## src/rtl/imme_gen_pipe.sv

```systemverilog
// imme_gen_pipe: registered RV immediate generator with a two-entry
// valid/ready skid buffer (main entry drives outputs, skid absorbs stalls).
// Optional macro IMME_ILLEGAL_CHK_EN adds o_illegal and encoding checks.
module imme_gen_pipe #(
  parameter int unsigned XLEN = 32
) (
  input  logic            i_clk,
  input  logic            i_rst_n,
  input  logic            i_flush,
  input  logic            i_valid,
  output logic            o_ready,
  input  logic [31:0]     i_instruction,
  input  logic [XLEN-1:0] i_pc,
  output logic            o_valid,
  input  logic            i_ready,
  output logic [XLEN-1:0] o_imme_value,
  output logic [2:0]      o_imme_fmt,
`ifdef IMME_ILLEGAL_CHK_EN
  output logic            o_illegal,
`endif
  output logic [XLEN-1:0] o_pc
);

  typedef enum logic [1:0] {ST_EMPTY, ST_ONE, ST_TWO} state_e;

  typedef struct packed {
`ifdef IMME_ILLEGAL_CHK_EN
    logic            ill;
`endif
    logic [2:0]      fmt;
    logic [XLEN-1:0] pc;
    logic [XLEN-1:0] val;
  } entry_t;

  localparam logic [2:0] FMT_NONE  = 3'd0;
  localparam logic [2:0] FMT_I     = 3'd1;
  localparam logic [2:0] FMT_S     = 3'd2;
  localparam logic [2:0] FMT_B     = 3'd3;
  localparam logic [2:0] FMT_U     = 3'd4;
  localparam logic [2:0] FMT_J     = 3'd5;
  localparam logic [2:0] FMT_SHAMT = 3'd6;

  state_e state_q, state_d;
  logic   ready_q, ready_d;
  entry_t main_q, main_d;
  entry_t skid_q, skid_d;
  entry_t dec;
  logic   accept, xfer;

  logic [31:0] ins;
  assign ins = i_instruction;

  // Decode the incoming word so stored entries already hold final values.
  always_comb begin
    dec        = '0;
    dec.pc     = i_pc;
`ifdef IMME_ILLEGAL_CHK_EN
    dec.ill    = (ins[1:0] != 2'b11);
`endif
    case (ins[6:0])
      7'b0000011, 7'b1100111, 7'b1110011: begin
        dec.fmt = FMT_I;
        dec.val = XLEN'($signed(ins[31:20]));
      end
      7'b0010011: begin
        if (ins[13:12] == 2'b01) begin
          dec.fmt = FMT_SHAMT;
          if (XLEN == 64) dec.val[5:0] = ins[25:20];
          else            dec.val[4:0] = ins[24:20];
`ifdef IMME_ILLEGAL_CHK_EN
          if (XLEN == 64)
            dec.ill = !((ins[31:26] == 6'b000000) || (ins[31:26] == 6'b010000));
          else
            dec.ill = !((ins[31:25] == 7'b0000000) || (ins[31:25] == 7'b0100000));
`endif
        end else begin
          dec.fmt = FMT_I;
          dec.val = XLEN'($signed(ins[31:20]));
        end
      end
      7'b0100011: begin
        dec.fmt = FMT_S;
        dec.val = XLEN'($signed({ins[31:25], ins[11:7]}));
      end
      7'b1100011: begin
        dec.fmt = FMT_B;
        dec.val = XLEN'($signed({ins[31], ins[7], ins[30:25], ins[11:8], 1'b0}));
      end
      7'b0110111, 7'b0010111: begin
        dec.fmt = FMT_U;
        dec.val = XLEN'($signed({ins[31:12], 12'b0}));
      end
      7'b1101111: begin
        dec.fmt = FMT_J;
        dec.val = XLEN'($signed({ins[31], ins[19:12], ins[20], ins[30:21], 1'b0}));
      end
      default: begin
        dec.fmt = FMT_NONE;
`ifdef IMME_ILLEGAL_CHK_EN
        dec.ill = 1'b1;
`endif
      end
    endcase
`ifdef IMME_ILLEGAL_CHK_EN
    if (dec.ill) begin
      dec.fmt = FMT_NONE;
      dec.val = '0;
    end
`endif
  end

  // Skid-buffer occupancy and entry movement; flush overrides everything.
  always_comb begin
    state_d = state_q;
    main_d  = main_q;
    skid_d  = skid_q;
    accept  = i_valid & ready_q;
    xfer    = (state_q != ST_EMPTY) & i_ready;
    case (state_q)
      ST_EMPTY: begin
        if (accept) begin
          main_d  = dec;
          state_d = ST_ONE;
        end
      end
      ST_ONE: begin
        if (xfer && accept) begin
          main_d = dec;
        end else if (xfer) begin
          state_d = ST_EMPTY;
        end else if (accept) begin
          skid_d  = dec;
          state_d = ST_TWO;
        end
      end
      ST_TWO: begin
        if (xfer) begin
          main_d  = skid_q;
          state_d = ST_ONE;
        end
      end
      default: state_d = ST_EMPTY;
    endcase
    if (i_flush) state_d = ST_EMPTY;
    // Ready is registered: it is a function of the next occupancy only.
    ready_d = (state_d != ST_TWO);
  end

  // State, ready flag and both entries.
  always_ff @(posedge i_clk or negedge i_rst_n) begin
    if (!i_rst_n) begin
      state_q <= ST_EMPTY;
      ready_q <= 1'b0;
      main_q  <= '0;
      skid_q  <= '0;
    end else begin
      state_q <= state_d;
      ready_q <= ready_d;
      main_q  <= main_d;
      skid_q  <= skid_d;
    end
  end

  assign o_ready      = ready_q;
  assign o_valid      = (state_q != ST_EMPTY);
  assign o_imme_value = main_q.val;
  assign o_imme_fmt   = main_q.fmt;
  assign o_pc         = main_q.pc;
`ifdef IMME_ILLEGAL_CHK_EN
  assign o_illegal    = main_q.ill;
`endif

endmodule

```

## config.mk

```make
export PLATFORM = sky130hd
export DESIGN_NAME = imme_gen_pipe
export DESIGN_NICKNAME = d
export VERILOG_FILES = /design/src/rtl/imme_gen_pipe.sv
export SDC_FILE = /design/constraint.sdc
export NUM_CORES = 1
export LEC_CHECK = 0
export CORE_MARGIN = 2
export CORE_UTILIZATION = 51
export DETAILED_ROUTE_END_ITERATION = 10
export GPL_TIMING_DRIVEN = 0
export PLACE_DENSITY = 0.8
export SYNTH_ARGS = -nofsm -noshare
export SYNTH_HDL_FRONTEND = slang
export SYNTH_SLANG_ARGS = --single-unit
```

## constraint.sdc

```tcl
create_clock -name i_clk -period 5 [get_ports i_clk]
set_input_delay 1 -clock i_clk [delete_from_list [all_inputs] [get_ports i_clk]]
set_output_delay 1 -clock i_clk [all_outputs]
set_load 0.005 [all_outputs]
```

==> summary.txt <==
Final layout
  – Nets: 938
  – Layout cells sized above 1: under 10%
  – Final Instance Count excl. Fillers: around 1000
  – Post-route cell area: approximately 8400 µm²
  – # diodes: 0
  – P&R area growth vs syn: 34.67%
  – Fillers: 895

STA
  – Setup TNS Final: 0 ns
  – WHS: 0.4741 ns
  – Post-route clock period utilization: between 50 and 60%
  – Slew Limit Fails: 0
  – Worst-margin pin slew: 0.6150 ns
  – PnR worst setup slack: ~2.2 ns
  – Clock Skew: 0.006298 ns
  – Achievable frequency: 363.1 MHz
  – Slew headroom: 59.00%
  – RSZ-0062 raised after global routing: no
  – Endpoints failing setup: 0
  – Tmin final: 2.754 ns
  – Final hold violations: 0

Placed design
  – Placed inst area: approximately 7800 µm²
  – Global placer's final weighted congestion: 0.9045
  – Final HPWL DP: approximately 12000 µm
  – Placed insts: 997
  – IO Port Bufs: 135
  – Pre-CTS setup slack: 1.846 ns

Min path
  – Hold Crit Class: register to register

Setup path
  – Crit path buf inv count: 3
  – WP data required: approximately 5.3 ns
  – Worst Setup End Kind: register
  – Most used cell, CP: buf_2
  – Critical path arrival: between 3 and 4 ns
  – CP Class: input port to register
  – Max incr delay on CP: 0.55 ns
  – Slowest stage cell, crit path: clkdlybuf4s50_1
  – CP top delay family: buffers and inverters
  – Startpoint types: input port
  – Max FO, Critical Path: 10
  – Worst path cell trace: clkdlybuf4s50_1, and2b_1, o31ai_4, buf_2, buf_2, nor2_1, a31oi_1

Synthesis
  – Syn. warnings: 0
  – #FFs+latches synth: 137
  – Number of flops mapped to enable cells by yosys: 0
  – Syn Area/Cell: roughly 8.7 µm²
  – Async SR Flop Fraction: 100.0%
  – Seq/Total Area, Yosys: 55.23%
  – Netlist cell types: 44
  – Synth Instances: 714
  – Syn Nets: approximately 780
  – Post-synth design cell area: 6207 µm²
  – Ys flop type: dfrtp_1

GRT
  – Largest net degree at the start of global routing: 73
  – Initial antenna violation count: 0
  – Tot GR Track Use: 26.96%
  – First-pass GRT wire length: 27750 µm
  – Total gr overflow: 0
  – Vias in the first global route: 5682

Power
  – Leak: between 3 and 4 nW
  – NetSw: roughly 0.00090 W
  – Seq pwr share: 43.4%
  – VDD IR max: 0.0002304 V
  – Gate power share: 18.9%
  – PD cells: 398.0 nW/µm²
  – Switch share: 27.14%
  – Clock power frac: 37.7%
  – Internal: 0.002424 W

Routing
  – Vias per inst: 5.655
  – Routed WL per cell: roughly 17 µm
  – DRC Markers: 0
  – DR iter-0 viols: 556
  – DRT Pass-1 Iters: 5
  – Final antenna-violating net count: 0
  – Drt total wl: ~17000 µm
  – Via count: 5813

Clocking
  – CTS buffer count: 17
  – Setup bufs post-CTS: 0
  – Hold-fix buffers, CTS: 0
  – Clock sink total: 137
  – Clk buf depth: 2
  – # resized after CTS: 0
  – H-Tree Level Count: 4
  – Root Driver: clkbuf_16
  – Clk_lat worst skew: 0.41 ns
  – Clk slew on worst S/H paths: 0.06 ns
  – CTS tree: yes

Floorplan
  – Die W: 114.3 µm
  – Cell Rows: 40
  – Ports: 138
  – Die area: 13070 µm²
  – Die H: 114.3 µm
  – Core ar.: 11960 µm²
  – Initial Util: 51.89%

Flow run
  – Max_cap viols: 0

Status
  – Outcome: finished, final reports clean
[final timing paths]
path	startpoint	endpoint	slack, ns	depth (start not counted)
setup / recovery	i_ready	o_pc[3]	2.25	7
hold / removal	skid_q[47]	skid_q[47]	0.47	2
setup reg to reg	o_ready	skid_q[4]	2.96	7
hold reg to reg	skid_q[47]	skid_q[47]	0.47	2
max in group asynchronous	i_rst_n	o_imme_value[5]	3.65	2
min in group asynchronous	i_rst_n	skid_q[37]	0.59	1
[routing by layer]
layer	vias to the layer above	global-route usage, %	part of all wire [%]
li1	2708	-	-
met4	0	9.593	2.3
met2	282	43.29	47
met5	-	0	0
met1	2785	36.43	43
met3	38	5.929	8.0
[worst min-delay path, delay by kind of cell, from the launching register on]
kind / cells / cell delay (ns)
DFF: 1 / 0.34
and+or+nand+nor: 2 / 0.11
[synth_stat cells, types with 3 or more instances]
master | n | area, µm²
nand2_1 | 238 | 893.4
buf_2 | 19 | 95.09
nor2_1 | 102 | 382.9
a31oi_1 | 63 | 394.1
nand2b_1 | 4 | 25.02
inv_1 | 3 | 11.26
a221oi_2 | 8 | 120.1
nor3_1 | 4 | 20.02
a221oi_1 | 7 | 61.31
o21ai_1 | 17 | 85.08
or2_2 | 3 | 18.77
dfrtp_1 | 137 | 3428
a21oi_1 | 8 | 40.04
buf_4 | 4 | 30.03
clkbuf_1 | 28 | 105.1
a22oi_1 | 5 | 37.54
o21ai_0 | 27 | 135.1
[per-stage QoR]
stage	total power [W]	utilization, %
floorplan	0.001718	-
global placement	0.002049	64.73
detailed placement	0.002082	64.97
CTS	0.003326	69.88
global route	0.003473	69.88
finish	0.003327	69.88
[cells in the final DEF, fill, tap and decap left out, drive strengths merged, types with 3 or more instances in the layout]
| cell | synthesis | routed |
|---|---|---|
| nor2 | 102 | 102 |
| a221oi | 15 | 15 |
| a22oi | 5 | 5 |
| dfrtp | 137 | 137 |
| clkdlybuf4s50 | 0 | 134 |
| and2 | 3 | 3 |
| clkbuf | 28 | 48 |
| nor3 | 5 | 5 |
| a21oi | 8 | 8 |
| buf | 26 | 28 |
| nand2 | 238 | 238 |
| inv | 4 | 5 |
| clkinv | 0 | 6 |
| nand2b | 4 | 4 |
| or2 | 3 | 3 |
| a31oi | 63 | 63 |
| o21ai | 45 | 45 |
[layout make-up]
class | count | area (µm²) | share of cell area [%]
inverter | 4 | 15.01 | 0.1796
multi-input combinational | 519 | 2515 | 30.09
buffer | 54 | 249.0 | 2.979
timing repair buffer | 136 | 1380 | 16.51
sequential | 137 | 3428 | 41.01
clock inverter | 11 | 121.4 | 1.452
clock buffer | 20 | 466.7 | 5.583
tap | 147 | 183.9 | 2.200
[sequential cells by signal (all words and copies together) (netlist names)]
register      cells
o_ready           1
state_q           2
o_imme_fmt        3
o_imme_value     32
skid_q           67
o_pc             32
[power by group through the flow]
stage | registers, W | logic (W) | clock network, W
2_1_floorplan | 0.00144 | 0.000282 | 0
3_3_place_gp | 0.00145 | 0.000604 | 0
3_5_place_dp | 0.00146 | 0.000627 | 0
4_1_cts | 0.00144 | 0.000634 | 0.00125
5_1_grt | 0.00146 | 0.000700 | 0.00131
6_report | 0.00144 | 0.000630 | 0.00125
[cells by family (layout without fill, tap and decap cells)]
logic type             Yosys count  after routing  share of synthesized area, %
multiplexers                     4              4                        0.6853
XOR/XNOR                         2              2                        0.2823
AO/OA/AOI/OAI                  146            146                         15.82
buffers and inverters           58            225                         4.253
flip-flops                     137            137                         55.23
AND/OR/NAND/NOR                367            367                         23.73
Power figures use the tool's default switching activity.
